`config.mk`:
```
export PLATFORM = sky130hd
export DESIGN_NAME = mem_req_arbiter
export DESIGN_NICKNAME = d
export VERILOG_FILES = /design/src/rtl/mem_arb_pkg.sv /design/src/rtl/mem_req_arbiter_rr.sv /design/src/rtl/mem_req_arbiter.sv
export SDC_FILE = /design/constraint.sdc
export NUM_CORES = 1
export LEC_CHECK = 0
export CAP_MARGIN = 20
export CORE_AREA = 2 2 369 371
export DETAILED_ROUTE_END_ITERATION = 12
export DIE_AREA = 0 0 371 373
export GPL_ROUTABILITY_DRIVEN = 1
export PLACE_DENSITY = 0.3
export SETUP_SLACK_MARGIN = 0.4
export SLEW_MARGIN = 25
export SYNTH_ARGS = -nofsm -noshare
export SYNTH_HDL_FRONTEND = slang
export SYNTH_SLANG_ARGS = --single-unit
```
`constraint.sdc`:
```
create_clock -name clk -period 5 [get_ports clk]
set_clock_uncertainty 0.1 [all_clocks]
set_input_delay 0.75 -clock clk [delete_from_list [all_inputs] [get_ports clk]]
set_output_delay 0.75 -clock clk [all_outputs]
set_load 0.005 [all_outputs]
```
`src/rtl/mem_arb_pkg.sv`:
```
// Shared types and sizing helpers for the memory request arbiter.
// Tag layout on the memory side is {client_id, client_tag}.
package mem_arb_pkg;

    typedef enum logic {
        S_IDLE  = 1'b0,
        S_WDATA = 1'b1
    } arb_state_e;

    // A single-client build still needs a 1-bit ID field to keep vectors legal.
    function automatic int id_bits(input int n_clients);
        return (n_clients > 1) ? $clog2(n_clients) : 1;
    endfunction

    function automatic int m_tag_bits(input int tag_bits, input int n_clients);
        return tag_bits + id_bits(n_clients);
    endfunction

    function automatic int slice_lo(input int idx, input int width);
        return idx * width;
    endfunction

endpackage

```
`src/rtl/mem_req_arbiter_rr.sv`:
```
// Combinational round-robin picker: first requester at or after ptr, wrapping.
// Produces both a one-hot grant and its binary index.
module rr_arbiter #(
    parameter int N  = 2,
    parameter int IW = 1
) (
    input  logic [N-1:0]  req,
    input  logic [IW-1:0] ptr,
    output logic [N-1:0]  grant,
    output logic [IW-1:0] idx,
    output logic          any
);

    always_comb begin
        int j;
        j     = 0;
        grant = '0;
        idx   = '0;
        any   = 1'b0;
        for (int k = 0; k < N; k++) begin
            j = int'(ptr) + k;
            if (j >= N) j = j - N;
            if (!any && req[j]) begin
                any      = 1'b1;
                grant[j] = 1'b1;
                idx      = IW'(j);
            end
        end
    end

endmodule

```
`src/rtl/mem_req_arbiter.sv`:
```
// Merges N client memory channels onto one memory port: round-robin commands,
// write-grant lock until the data beat is taken, tag-steered responses.
module mem_req_arbiter
    import mem_arb_pkg::*;
#(
    parameter int N_CLIENTS  = 2,
    parameter int ADDR_BITS  = 28,
    parameter int DATA_BITS  = 128,
    parameter int TAG_BITS   = 4,
    localparam int ID_BITS    = id_bits(N_CLIENTS),
    localparam int M_TAG_BITS = m_tag_bits(TAG_BITS, N_CLIENTS),
    localparam int MASK_BITS  = DATA_BITS / 8
) (
    input  logic                            clk,
    input  logic                            reset,

    input  logic [N_CLIENTS-1:0]            c_req_valid,
    output logic [N_CLIENTS-1:0]            c_req_ready,
    input  logic [N_CLIENTS-1:0]            c_req_rw,
    input  logic [N_CLIENTS*ADDR_BITS-1:0]  c_req_addr,
    input  logic [N_CLIENTS*TAG_BITS-1:0]   c_req_tag,
    input  logic [N_CLIENTS-1:0]            c_req_data_valid,
    output logic [N_CLIENTS-1:0]            c_req_data_ready,
    input  logic [N_CLIENTS*DATA_BITS-1:0]  c_req_data_bits,
    input  logic [N_CLIENTS*MASK_BITS-1:0]  c_req_data_mask,
    output logic [N_CLIENTS-1:0]            c_resp_valid,
    output logic [N_CLIENTS*TAG_BITS-1:0]   c_resp_tag,
    output logic [N_CLIENTS*DATA_BITS-1:0]  c_resp_data,

    output logic                            m_req_valid,
    input  logic                            m_req_ready,
    output logic                            m_req_rw,
    output logic [ADDR_BITS-1:0]            m_req_addr,
    output logic [M_TAG_BITS-1:0]           m_req_tag,
    output logic                            m_req_data_valid,
    input  logic                            m_req_data_ready,
    output logic [DATA_BITS-1:0]            m_req_data_bits,
    output logic [MASK_BITS-1:0]            m_req_data_mask,
    input  logic                            m_resp_valid,
    input  logic [M_TAG_BITS-1:0]           m_resp_tag,
    input  logic [DATA_BITS-1:0]            m_resp_data
);

    arb_state_e           state, state_nxt;
    logic [ID_BITS-1:0]   rr_ptr, rr_ptr_nxt;
    logic [ID_BITS-1:0]   owner, owner_nxt;

    logic [N_CLIENTS-1:0] arb_req;
    logic [N_CLIENTS-1:0] grant;
    logic [ID_BITS-1:0]   gidx;
    logic                 gany;
    logic                 cmd_phase;
    logic                 data_phase;
    logic                 cmd_fire;
    logic                 data_fire;
    logic [ID_BITS-1:0]   resp_id;

    // reset is active-low and gates every handshake output while asserted.
    assign cmd_phase  = reset && (state == S_IDLE);
    assign data_phase = reset && (state == S_WDATA);
    assign arb_req    = cmd_phase ? c_req_valid : '0;

    rr_arbiter #(
        .N  (N_CLIENTS),
        .IW (ID_BITS)
    ) u_rr (
        .req   (arb_req),
        .ptr   (rr_ptr),
        .grant (grant),
        .idx   (gidx),
        .any   (gany)
    );

    // Command and write-data payloads are pure muxes; only valid/ready are gated.
    assign m_req_rw        = c_req_rw[gidx];
    assign m_req_addr      = c_req_addr[slice_lo(int'(gidx), ADDR_BITS) +: ADDR_BITS];
    assign m_req_tag       = {gidx, c_req_tag[slice_lo(int'(gidx), TAG_BITS) +: TAG_BITS]};
    assign m_req_data_bits = c_req_data_bits[slice_lo(int'(owner), DATA_BITS) +: DATA_BITS];
    assign m_req_data_mask = c_req_data_mask[slice_lo(int'(owner), MASK_BITS) +: MASK_BITS];

    assign cmd_fire  = m_req_valid && m_req_ready;
    assign data_fire = m_req_data_valid && m_req_data_ready;

    always_comb begin
        state_nxt        = state;
        rr_ptr_nxt       = rr_ptr;
        owner_nxt        = owner;
        m_req_valid      = 1'b0;
        c_req_ready      = '0;
        m_req_data_valid = 1'b0;
        c_req_data_ready = '0;
        if (cmd_phase) begin
            m_req_valid = gany;
            c_req_ready = m_req_ready ? grant : '0;
            if (cmd_fire) begin
                rr_ptr_nxt = (gidx == ID_BITS'(N_CLIENTS - 1)) ? '0 : gidx + 1'b1;
                if (m_req_rw) begin
                    owner_nxt = gidx;
                    state_nxt = S_WDATA;
                end
            end
        end else if (data_phase) begin
            m_req_data_valid        = c_req_data_valid[owner];
            c_req_data_ready[owner] = m_req_data_ready;
            if (data_fire) begin
                state_nxt = S_IDLE;
            end
        end
    end

    always_ff @(posedge clk) begin
        if (!reset) begin
            state  <= S_IDLE;
            rr_ptr <= '0;
            owner  <= '0;
        end else begin
            state  <= state_nxt;
            rr_ptr <= rr_ptr_nxt;
            owner  <= owner_nxt;
        end
    end

    // Responses bypass the FSM; an ID with no matching client simply matches nothing.
    assign resp_id = m_resp_tag[M_TAG_BITS-1 -: ID_BITS];

    for (genvar i = 0; i < N_CLIENTS; i++) begin : g_resp
        assign c_resp_valid[i] = reset && m_resp_valid && (resp_id == ID_BITS'(i));
        assign c_resp_tag[slice_lo(i, TAG_BITS) +: TAG_BITS]    = m_resp_tag[TAG_BITS-1:0];
        assign c_resp_data[slice_lo(i, DATA_BITS) +: DATA_BITS] = m_resp_data;
    end

endmodule
```
# Word-level counts from Yosys, hierarchy flattened
# Index checks and enable logic that the tools add are counted.
dict set report totals {
  ff_bits 3
  in_bits 496
  output_inout_bits 450
  elab_cells 82
}
dict set report op_classes {
  n_addsub 4
  multipliers 1
  n_lt_le_gt_ge 9
  eq_ne 2
  shift 4
  mux 38
  bitwise 4
  n_reduce_logical 17
}
# cell count
set op_table {}
lappend op_table {{$shiftx 256x9->128} 1}
lappend op_table {{$ge 32x1->1 const B} 2}
lappend op_table {{$lt 32x3->1 const B} 2}
lappend op_table {{$mux 32} 2}
lappend op_table {{$shiftx 56x7->28} 1}
lappend op_table {{$ge 32x3->1 const B} 1}
lappend op_table {{$shiftx 32x6->16} 1}
lappend op_table {{$sub 32x3->32 const B} 1}
lappend op_table {{$mux 1} 26}
lappend op_table {{$mux 2} 7}
lappend op_table {{$logic_and 1x1->1} 11}
lappend op_table {{$shiftx 8x4->4} 1}
lappend op_table {{$lt 1x2->1 const B} 2}
lappend op_table {{$mul 1x3->4 const B} 1}
lappend op_table {{$reduce_and 4->1} 1}
lappend op_table {{$reduce_bool 2->1} 2}
lappend op_table {{$demux 1 s1} 3}
lappend op_table {{$reduce_and 3->1} 1}
lappend op_table {{$sub 1x2->3 const B} 1}
lappend op_table {{$add 1x1->2 const B} 1}
lappend op_table {{$and 2x2->2} 1}
lappend op_table {{$ge 1x2->1 const B} 1}
lappend op_table {{$ne 2x1->1 const B} 1}
lappend op_table {{$ne 2x2->1 const B} 1}
lappend op_table {{6 further kinds} 7}

# Logic depth before layout (Yosys ltp)
# Gate-level depths: netlist of the first run.
dict set report logic_depth {
  word_depth 15
  depth_mapped 7
  depth_no_buf 4
}

# Hierarchy
# Synthesis of the first run repeated with hierarchy kept, for this count alone.
dict set report hier_totals {
  hier_cells 498
  hier_area_um2 4423.0
}
# module n_inst cells_each area_each_um2 seq_area_each_um2
set by_module_without_submodules {}
lappend by_module_without_submodules {mem_req_arbiter 1 493 4390.5 60.1}
lappend by_module_without_submodules {rr_arbiter 1 5 32.5 0.0}

# Least setup slack after synthesis of the first run
# No wires, ideal clock.
dict set report synth_timing {
  path_kind {input to output}
  startpoint {input reset}
  endpoint {output m_req_addr[0]}
  arrival_ns 1.818
  required_time_ns 4.150
  slack_ns 2.332
  stages 6
  path_buffers 3
  cell_sequence {buf_6 -> inv_2 -> or3_1 -> buf_6 -> buf_12 -> mux2_4}
}
dict set report synth_between {
  elab_chain_cells 11
  elab_cells_between_ends 15
  cone_classes {mul (1); shift (1); mux (10); reduce/logical (3)}
}
# element line_no
set synth_lines {}
lappend synth_lines {{from (decl)} mem_req_arbiter.sv:15} ;# input logic reset,
lappend synth_lines {{$logic_and 1x1->1 *} mem_req_arbiter.sv:59} ;# assign cmd_phase = reset && (state == S_IDLE);
lappend synth_lines {{$mux 2 *} mem_req_arbiter.sv:61} ;# assign arb_req = cmd_phase ? c_req_valid : '0;
lappend synth_lines {{$mux 1 (implied by the code) (3 in series)} mem_req_arbiter_rr.sv:23} ;# if (!any && req[j]) begin
lappend synth_lines {{$mux 1} mem_req_arbiter_rr.sv:23}
lappend synth_lines {{$logic_not 1->1} mem_req_arbiter_rr.sv:23}
lappend synth_lines {{$logic_and 1x1->1} mem_req_arbiter_rr.sv:23}
lappend synth_lines {{$mux 1 *} mem_req_arbiter_rr.sv:23}
lappend synth_lines {{$mul 1x3->4 *} mem_arb_pkg.sv:20} ;# return idx * width;
lappend synth_lines {{$shiftx 56x7->28 *} mem_req_arbiter.sv:76} ;# assign m_req_addr = c_req_addr[slice_lo(int'(gidx), ADDR_BITS) +: ADDR_BITS];
lappend synth_lines {{to (decl)} mem_req_arbiter.sv:33} ;# output logic [ADDR_BITS-1:0] m_req_addr,
# Every way passes the cells marked *; elsewhere a longest branch is shown, timed or not. The select of a mux whose other input is x is not followed.

# Worst setup path in the final report of the first run
dict set report layout_timing {
  startpoint {input reset}
  endpoint {output m_req_tag[0]}
}
dict set report layout_between {
  elab_chain_cells 10
  elab_cells_between_ends 14
  cone_classes {shift (1); mux (10); reduce/logical (3)}
}
# element line_no
set layout_lines {}
lappend layout_lines {{$logic_and 1x1->1 *} mem_req_arbiter.sv:59}
lappend layout_lines {{$mux 2 *} mem_req_arbiter.sv:61}
lappend layout_lines {{$mux 1 (implied by the code) (3 in series)} mem_req_arbiter_rr.sv:23}
lappend layout_lines {{$mux 1} mem_req_arbiter_rr.sv:23}
lappend layout_lines {{$logic_not 1->1} mem_req_arbiter_rr.sv:23}
lappend layout_lines {{$logic_and 1x1->1} mem_req_arbiter_rr.sv:23}
lappend layout_lines {{$mux 1 *} mem_req_arbiter_rr.sv:23}
lappend layout_lines {{$shiftx 8x4->4 *} mem_req_arbiter.sv:77} ;# assign m_req_tag = {gidx, c_req_tag[slice_lo(int'(gidx), TAG_BITS) +: TAG_BITS]};
lappend layout_lines {{to (decl)} mem_req_arbiter.sv:34} ;# output logic [M_TAG_BITS-1:0] m_req_tag,
# Marked as above.

==> results by group, run 1 <==
Worst setup path
  • Worst reg2reg path depth: 4
  • Worst path depth: 5
  • CP max stage delay: approximately 0.9 ns
  • Worst Setup Start Kind: primary input
  • CP Data Required Time: 4.15 ns
  • Flop2flop setup slack: about 2.7 ns
  • Crit path top cell by count: clkdlybuf4s50_1
  • Worst setup path start: reset
  • Setup CP Type: in2out
  • Arrival time worst endpoint: around 3.3 ns
  • Critical Path Fanout Max: 34
  • Largest delay contributor family on the critical path: buffers and inverters
  • Buffers plus inverters on the worst setup path: 3
  • Worst r2r src: owner
  • Crit path max-delay cell type: or3_2
  • Critical R2R Capture: state
  • Setup crit end kind: output port
  • Critical path cell sequence: clkdlybuf4s50_1 -> inv_2 -> or3_2 -> mux2_4 -> clkdlybuf4s50_1
  • Crit path capture: m_req_tag[0]

Yosys
  • Sequential element share of the synthesized area: 0.0134
  • Syn avg cell area: ~9 µm²
  • Cell count after synthesis: 498
  • Synthesis-stage register bit count: 3
  • Unique cell type count in the Yosys netlist: 28
  • Syn. warnings: 0
  • Syn_nets: roughly 990
  • Synthesized area: 4500 µm²

Clocking
  • Clk Latency, worst-skew pair: 0.22 ns
  • Clk sinks: 3
  • Cts bufs inserted: 3
  • Clock buffer depth: 2
  • # resized after CTS: 0
  • CTS tree: built
  • H-tree depth: 1
  • CTS Root Cell: clkbuf_16
  • Clk slew on worst S/H paths: 0.03 ns
  • CTS Hold Bufs: 0
  • Post-CTS Setup Bufs: 0

Routing
  • First-pass detailed-route iteration total: 4
  • DR vias/cell: 1.89
  • Total Routed Length: around 73000 µm
  • Detailed-route via count: 4835
  • DRC errors left: 0
  • Routed WL per cell: approximately 29 µm
  • Initial DRC Count: 146
  • Antenna Nets Post-Route: 0

Power and ir drop
  • Gate power share: 0.852
  • Net Sw Frac: 0.366
  • Power, Total: a little over 1 mW
  • Psw: between 0.3 and 0.4 mW
  • Pint: 0.655 mW
  • Pwr per Cell Area: ~100 nW/µm²
  • Clock Power Share: 0.120
  • VDD IR max: around 110 µV
  • Flop pwr share: 0.028
  • P_leak: around 3.1 nW

GRT
  • Total gr overflow: 0
  • Total GRT Usage: 0.0992
  • Initial antenna violation count: 31
  • Pin count of the biggest net entering global routing: between 70 and 80
  • First-pass GRT wire length: 83500 µm
  • Number of global-route vias before repair: roughly 5200

STA
  • Fin crit period: 4.17 ns
  • Final setup viols: 0
  • Final Max Tran Viols: 0
  • Fmax: between 200 and 250 MHz
  • Worst Tran Pin Value: 1.01 ns
  • RSZ-0062 raised after global routing: false
  • Final hold violation count: 0
  • Slew headroom: 0.306
  • Setup TNS Final: 0 ns
  • Final period util: 0.834

Floorplanning
  • Die ar.: 138000 µm²
  • Vert. Die Dim: around 370 µm
  • Initial Utilization: 0.0334
  • Die W: between 300 and 400 µm
  • Core outline area: between 100000 and 150000 µm²
  • Row Count: between 100 and 150
  • I/O pin count: ~950

Layout
  • Share of cells above drive strength 1: 0.249
  • Register area: 63.8 µm²
  • Fillcell total: about 16000
  • P&R area growth vs syn: 127%
  • Multi-input gate area: about 2300 µm²
  • Layout net count: roughly 1300

Placement
  • Gpl congestion: approximately 0.85
  • DPL Wire Length: between 60000 and 70000 µm
  • PortBufs: around 550

Flow run
  • Number of max-cap violations: 0

Outcome
  • Run status: finished, final reports clean

Min path
  • Hold Path Class: reg2reg
## metrics by stage
step                setup WS [ns]  instances  hold slack, ns  instance area, µm²    util
finish                      0.828       2555           0.502               10200  0.0759
detailed placement          0.868       2547           0.497               10100  0.0752
CTS                         0.857       2551           0.508               10200  0.0758
floorplan                    2.33        498           0.426                4500       -
global placement            0.952       2547           0.477               10100  0.0752
global route                0.739       2553           0.544               10200  0.0758
## area by class of cell
class | instances | area share
diodes | 4 | 0.000980
clock buffers | 4 | 0.00772
inverters | 5 | 0.00184
multi-input cells | 204 | 0.222
flip-flops and latches | 3 | 0.00625
well taps | 1781 | 0.218
repair buffers | 554 | 0.543
## layout by cell type, fill, tap and decap left out, types with 2 or more instances in the layout
cell and instances:
mux2i_1 2, diode_2 4, clkbuf_16 3, clkdlybuf4s50_1 549
mux2_4 29, buf_4 4, nor2b_1 2, nand2_1 4
inv_1 4, dfxtp_1 2, nor2_1 6, mux2_2 148
## synthesized netlist by cell type (all sizes together)
master  count  share of area
buf       285           0.48
mux2      177           0.47
nor2        6         0.0050
inv         5         0.0042
nand2       4         0.0033
dfxtp       3          0.013
and3        2         0.0031
mux2i       2         0.0045
nor2b       2         0.0028
o21ai       2         0.0031
a32o        1         0.0022
and3b       1         0.0022
clkbuf      1        0.00083
nand2b      1         0.0014
nand3       1         0.0011
nor3        1         0.0011
o211ai      1         0.0017
o21ba       1         0.0022
o41ai       1         0.0019
or3         1         0.0014
## cells by family (layout without fill, tap and decap cells)
| group | Yosys count | count (layout) | share of synthesized area |
|---|---|---|---|
| AO/OA/AOI/OAI | 6 | 6 | 0.0111 |
| multiplexers | 179 | 179 | 0.472 |
| flip-flops | 3 | 3 | 0.0134 |
| AND/OR/NAND/NOR | 19 | 19 | 0.0214 |
| other | 0 | 4 | 0 |
| buffers and inverters | 291 | 563 | 0.482 |
## power by group through the flow
stage	clock network, mW	logic (mW)	registers, mW
floorplan	0	0.351	0.0273
global placement	0	0.915	0.0297
detailed placement	0	0.911	0.0298
CTS	0.126	0.920	0.0295
global route	0.128	0.926	0.0296
finish	0.125	0.881	0.0289
## flip-flops by register name, summed over array words and instances, names as in the netlist
name	count
owner	1
rr_ptr	1
state	1
## metal layers
layer / track usage / wire length [µm] / vias to the layer above
met4: 0.00642 / 656 / 24
met3: 0.0583 / 10500 / 67
met2: 0.158 / 32200 / 624
met1: 0.118 / 29200 / 2165
met5: 0.00534 / 262 / -
li1: - / - / 1955
## worst min path at each step
stage	startpoint	depth (start not counted)	slack (ns)	end
after floorplan	state	2	0.43	state
after global placement	state	2	0.48	state
after detailed placement	state	2	0.50	state
after CTS	state	2	0.51	state
after global routing	rr_ptr	2	0.54	rr_ptr
final	rr_ptr	3	0.50	rr_ptr
## worst register-to-register path, delay by kind of cell (launching register included)
kind / cells / cell delay (ns)
mux: 1 / 0.89
flops: 1 / 0.49
buf+inv: 1 / 0.43
compound gates: 2 / 0.30
Power figures use the tool's default switching activity.
==> inputs of run 2 (changes only) <==
- CORE_AREA: 2 2 369 371 -> 2 2 366 368
- DIE_AREA: 0 0 371 373 -> 0 0 368 370
- clock period: 5 -> 3.9 ns (I/O delays scaled with it)
==> run 2 against run 1 <==
Effect of this change:
- clock power increased by 30%
- via count increased by 2.3%
- hold slack about the same
- critical path depth increased by 1
- sequential share of layout area about the same
- global-route usage decreased by 0.60 points
- highest routed layer unchanged
==> results by group, run 2 (synthesis results as in run 1) <==
GRT
  • First-pass GRT wire length: 78200 µm (-6.4%)
  • Initial antenna violation count: 22 (-29%)
  • Pin count of the biggest net entering global routing: 80 (+11%)
  • Gr busiest metal: met2
  • Total gr overflow: 0 (unchanged)
  • Total GRT Usage: 0.0932 (-0.00601)
  • GRT met2 Usage: 0.148 (-0.0102)
  • Number of global-route vias before repair: 5227 (+1.3%)
  • GRT met1 Usage: 0.104 (-0.0148)
  • Global routing usage on met3: 0.0657 (+0.00744)

Clocking
  • # resized after CTS: 1 (+1)
  • Clk Latency, worst-skew pair: 0.22 ns (about the same)
  • Post-CTS Setup Bufs: 0 (unchanged)
  • CTS Hold Bufs: 0 (unchanged)
  • Clk sinks: 3 (unchanged)
  • Cts bufs inserted: 3 (unchanged)
  • H-tree depth: 1 (unchanged)
  • Clk slew on worst S/H paths: 0.03 ns (about the same)
  • CTS Root Cell: clkbuf_16
  • CTS tree: built
  • Clock buffer depth: 2 (unchanged)

Worst setup path
  • Arrival time worst endpoint: 2.72 ns (-0.60 ns)
  • CP Data Required Time: 3.21 ns (-0.94 ns)
  • Critical Path Fanout Max: 32 (-5.9%)
  • Setup CP Type: in2out
  • CP max stage delay: 0.54 ns (-0.36 ns)
  • Crit path max-delay cell type: clkdlybuf4s50_1
  • Largest delay contributor family on the critical path: buffers and inverters
  • Crit path top cell by count: clkdlybuf4s50_1
  • Buffers plus inverters on the worst setup path: 3 (unchanged)
  • Worst Setup Start Kind: primary input
  • Critical path cell sequence: clkdlybuf4s50_1 -> o21ai_2 -> or3_2 -> buf_12 -> mux2_4 -> clkdlybuf4s50_1
  • Setup crit end kind: output port

Routing
  • DR vias/cell: 1.94 (+2.7%)
  • Routed WL per cell: 26.4 µm (-7.4%)
  • Detailed-route via count: 4948 (+2.3%)
  • First-pass detailed-route iteration total: 4 (unchanged)
  • DRC errors left: 0 (unchanged)
  • Antenna Nets Post-Route: 0 (unchanged)
  • Initial DRC Count: 145 (-0.68%)
  • Total Routed Length: 67300 µm (-7.7%)

STA
  • Final hold violation count: 0 (unchanged)
  • RSZ-0062 raised after global routing: false
  • WHS: 0.502 ns (+0.000443 ns)
  • Worst Tran Pin Value: 0.778 ns (-0.234 ns)
  • Final setup viols: 0 (unchanged)
  • Fmax: 294 MHz
  • Fin crit period: between 3 and 4 ns
  • Final period util: 0.873
  • Slew headroom: 0.480 (+0.174)
  • Final Max Tran Viols: 0 (unchanged)
  • Setup TNS Final: 0 ns (unchanged)

Layout
  • Layout net count: 1273 (+0.47%)
  • Fin cells: 2546 (-0.35%)
  • Commonest non-fill, non-tap cell in the layout: clkdlybuf4s50_1
  • Register area: 63.8 µm² (unchanged)
  • Most frequent cells in the layout: 545 x clkdlybuf4s50_1, 148 x mux2_2, 29 x mux2_4, 12 x buf_4, 6 x nor2_1
  • Multi-input gate area: 2270 µm² (unchanged)
  • Fillcell total: 15500 (-1.2%)
  • Share of cells above drive strength 1: 0.260 (+0.0110)
  • Final Core Density: 0.0774 (+0.00154)
  • Top Registers: owner (1), rr_ptr (1), state (1)
  • P&R area growth vs syn: 128%
  • Post-route cell area: 10300 µm² (+0.38%)

Outcome
  • Run status: finished, final reports clean

Power and ir drop
  • VDD IR max: 135 µV (+27%)
  • P_leak: 3.17 nW (+1.4%)
  • Pwr per Cell Area: 128 nW/µm² (+26%)

Floorplanning
  • I/O pin count: 946 (unchanged)
  • Core outline area: 132000 µm² (-1.6%)
  • Initial Utilization: 0.0339 (+0.000547)
  • Die W: 368 µm (-0.81%)
  • Die ar.: 136000 µm² (-1.6%)
  • Vert. Die Dim: 370 µm (-0.80%)
  • Row Count: 134 (-0.74%)

Min path
  • Hold Path Class: reg2reg

Placement
  • Placed cell area: 10200 µm² (+0.31%)
  • Gpl congestion: 0.853 (+0.50%)
  • DPL Wire Length: 63800 µm (-8.2%)
  • PortBufs: 549 (unchanged)
  • Dpl cells: 2540 (-0.27%)

Flow run
  • Number of max-cap violations: 0 (unchanged)
-- run 2: cell types whose count changed in the layout (fill, tap and decap cells not counted), sizes merged --
| cell | before | now |
|---|---|---|
| clkdlybuf4s50 | 549 | 545 |
| buf | 5 | 15 |
| diode | 4 | 2 |
-- run 2: worst paths after layout --
path                                startpoint              to  slack (ns)  cells past startpoint
worst max-delay path            c_req_valid[1]  m_req_addr[24]        0.49                      6
worst min register to register          rr_ptr          rr_ptr        0.50                      3
worst max register to register           owner           state        1.81                      4
worst min-delay path                    rr_ptr          rr_ptr        0.50                      3
-- run 2: area by class of cell --
cell class                 count  share of cell area
antenna                        2            0.000488
timing repair buffer         560               0.547
inverter                       5             0.00183
sequential                     3             0.00622
tap                         1768               0.216
multi-input combinational    204               0.221
clock buffer                   4             0.00769
-- run 2: worst reg2reg max path, delay by kind of cell (launching register included) --
family                 cells  cell delay (ns)
AOI/OAI and AO/OA          2             0.67
DFF                        1             0.66
buffers and inverters      1             0.38
muxes                      1             0.13
-- run 2: layer usage --
metal	routed length [µm]	vias to the layer above
met2	30200	684
met1	25300	2238
li1	-	1965
met4	708	16
met3	11000	45
met5	97	-
-- run 2: through the flow --
| step | power (mW) | setup WS (ns) |
|---|---|---|
| 6_report | 1.31 | 0.494 |
| 5_1_grt | 1.38 | 0.424 |
| 4_1_cts | 1.36 | 0.435 |
| 3_5_place_dp | 1.19 | 0.300 |
| 3_3_place_gp | 1.19 | 0.360 |
| 2_1_floorplan | 0.485 | 1.56 |
-- run 2: report_power, final --
part	internal, mW	total [mW]	switching, mW
clock	0.135	0.163	0.0278
combinational	0.677	1.11	0.429
sequential	0.0326	0.0420	0.00941
==> inputs of run 3 (changes only) <==
==> constraint.sdc (replaced) <==
create_clock -name clk -period 3.9 [get_ports clk]
set_clock_uncertainty 0.1 [all_clocks]
set_input_delay 0.585 -clock clk [delete_from_list [all_inputs] [get_ports clk]]
set_output_delay 0.585 -clock clk [all_outputs]
set_load 0.1 [all_outputs]
==> run 3 against run 2 <==
Effect of this change:
- largest power group unchanged
- hold slack improved by 0.026 ns
- register-to-register slack improved by 0.04 ns
- sequential power down 1%
- highest routed layer unchanged
==> results by group, run 3 (synthesis results as in run 1) <==
Worst setup path
  • Worst reg2reg path depth: 4 (unchanged)
  • Setup crit end kind: output port
  • Worst Setup Start Kind: primary input
  • CP Data Required Time: 3.21 ns (about the same)
  • Worst r2r src: owner
  • Critical R2R Capture: state
  • Arrival time worst endpoint: 2.53 ns (-0.19 ns)
  • Setup CP Type: in2out
  • Critical Path Fanout Max: 16 (-50%)
  • Flop2flop setup slack: 1.85 ns (+0.04 ns)

GRT
  • Number of global-route vias before repair: 5155 (-1.4%)
  • Total GRT Usage: 0.0933 (about the same)
  • First-pass GRT wire length: 77800 µm (-0.51%)
  • Total gr overflow: 0 (unchanged)
  • Pin count of the biggest net entering global routing: 70 (-13%)
  • Initial antenna violation count: 20 (-9.1%)

Clocking
  • Clk slew on worst S/H paths: 0.03 ns (about the same)
  • CTS tree: built
  • CTS Hold Bufs: 0 (unchanged)
  • # resized after CTS: 0 (-1)
  • Clock buffer depth: 2 (unchanged)
  • Clk sinks: 3 (unchanged)
  • Post-CTS Setup Bufs: 0 (unchanged)
  • Clk Latency, worst-skew pair: 0.23 ns (about the same)
  • H-tree depth: 1 (unchanged)
  • Cts bufs inserted: 3 (unchanged)
  • CTS Root Cell: clkbuf_16

Floorplanning
  • Die ar.: 136000 µm² (unchanged)
  • Core outline area: 132000 µm² (unchanged)
  • Initial Utilization: 0.0339 (unchanged)
  • Die W: 368 µm (unchanged)
  • I/O pin count: 946 (unchanged)
  • Row Count: 134 (unchanged)
  • Vert. Die Dim: 370 µm (unchanged)

Power and ir drop
  • P_leak: 3.48 nW (+9.7%)
  • Flop pwr share: 0.018 (-0.014)
  • VDD IR max: 102 µV (-24%)
  • Psw: 1.45 mW (+210%)
  • Net Sw Frac: 0.627 (+0.271)
  • Clock Power Share: 0.070 (-0.054)
  • Gate power share: 0.912 (+0.068)
  • Pint: 0.865 mW (+2.3%)
  • Pwr per Cell Area: 227 nW/µm² (+78%)

Routing
  • Routed WL per cell: 26.4 µm (-0.10%)
  • Total Routed Length: 67200 µm (-0.10%)
  • Detailed-route via count: 4804 (-2.9%)
  • First-pass detailed-route iteration total: 4 (unchanged)
  • Antenna Nets Post-Route: 0 (unchanged)
  • Initial DRC Count: 205 (+41%)
  • DR vias/cell: 1.89 (-2.9%)
  • DRC errors left: 0 (unchanged)

Layout
  • Share of cells above drive strength 1: 0.494 (+0.233)
  • Multi-input gate area: 2270 µm² (unchanged)
  • P&R area growth vs syn: 127%
  • Commonest non-fill, non-tap cell in the layout: clkdlybuf4s50_1
  • Layout net count: 1271 (-0.16%)
  • Top Registers: owner (1), rr_ptr (1), state (1)
  • Most frequent cells in the layout: 363 x clkdlybuf4s50_1, 158 x buf_4, 148 x mux2_2, 36 x buf_12, 29 x mux2_4
  • Fillcell total: 15500 (+0.11%)
  • Register area: 63.8 µm² (unchanged)

Placement
  • DP Worst Slack: 0.709 ns (+0.409 ns)
  • DPL Wire Length: 64000 µm (+0.26%)
  • Gpl congestion: 0.853 (about the same)
  • PortBufs: 549 (unchanged)

Flow run
  • Number of max-cap violations: 0 (unchanged)

STA
  • Final hold violation count: 0 (unchanged)
  • Setup TNS Final: 0 ns (unchanged)
  • Slew headroom: 0.505 (+0.0250)
  • Worst Tran Pin Value: 0.746 ns (-0.0314 ns)
  • WHS: 0.528 ns (+0.0259 ns)
  • Fin crit period: 3.22 ns (-0.188 ns)
  • RSZ-0062 raised after global routing: false
  • Final period util: 0.825 (-0.0481)
  • Setup WS post-layout: 0.682 ns (+0.188 ns)
  • Fmax: 311 MHz (+5.8%)
  • Final Max Tran Viols: 0 (unchanged)
  • Final setup viols: 0 (unchanged)

Min path
  • Worst-case hold path end point: rr_ptr
  • Hold Path Class: reg2reg
  • HP Start: rr_ptr
  • Hold path cells: 3 (unchanged)

Outcome
  • Run status: finished, final reports clean
-- run 3: worst max-delay path by stage --
| stage | start | to |
|---|---|---|
| floorplan | reset | m_req_valid |
| global placement | reset | m_req_addr[10] |
| detailed placement | reset | m_req_addr[10] |
| CTS | c_req_valid[0] | m_req_addr[10] |
| global route | c_req_valid[0] | m_req_addr[1] |
| finish | reset | m_req_addr[10] |
-- run 3: metal layers --
layer,up-vias,GRT usage,share of wire
met1,2125,0.105,0.38
met4,26,0.00714,0.0068
met3,52,0.0661,0.16
li1,1964,-,-
met2,637,0.148,0.45
met5,-,0.00559,0.0036
-- run 3: power by group through the flow --
stage | combinational [mW] | clock, mW | sequential, mW
after floorplan | 2.51 | 0 | 0.0350
after global placement | 2.16 | 0 | 0.0419
after detailed placement | 2.16 | 0 | 0.0420
after CTS | 2.17 | 0.164 | 0.0417
after global routing | 2.18 | 0.168 | 0.0421
final | 2.11 | 0.163 | 0.0416
-- run 3: through the flow --
step,power [mW],utilization,area [µm²],cells
after floorplan,2.54,-,4500,498
final,2.32,0.0770,10200,2546
after global routing,2.39,0.0769,10200,2542
after detailed placement,2.20,0.0763,10100,2538
after CTS,2.37,0.0769,10200,2542
after global placement,2.20,0.0763,10100,2538
-- run 3: critical path: stages --
cell and delay [ns]:
clkdlybuf4s50_1 0.50, inv_2 0.10, or3_2 0.53, buf_4 0.27, mux2_4 0.35, buf_12 0.17
-- run 3: layout make-up --
cell class | count | area share
Timing Repair Buffer | 558 | 0.544
Multi-Input combinational cell | 204 | 0.223
Tap cell | 1768 | 0.217
Clock buffer | 4 | 0.00773
Sequential cell | 3 | 0.00626
Inverter | 5 | 0.00184
Antenna cell | 4 | 0.000981
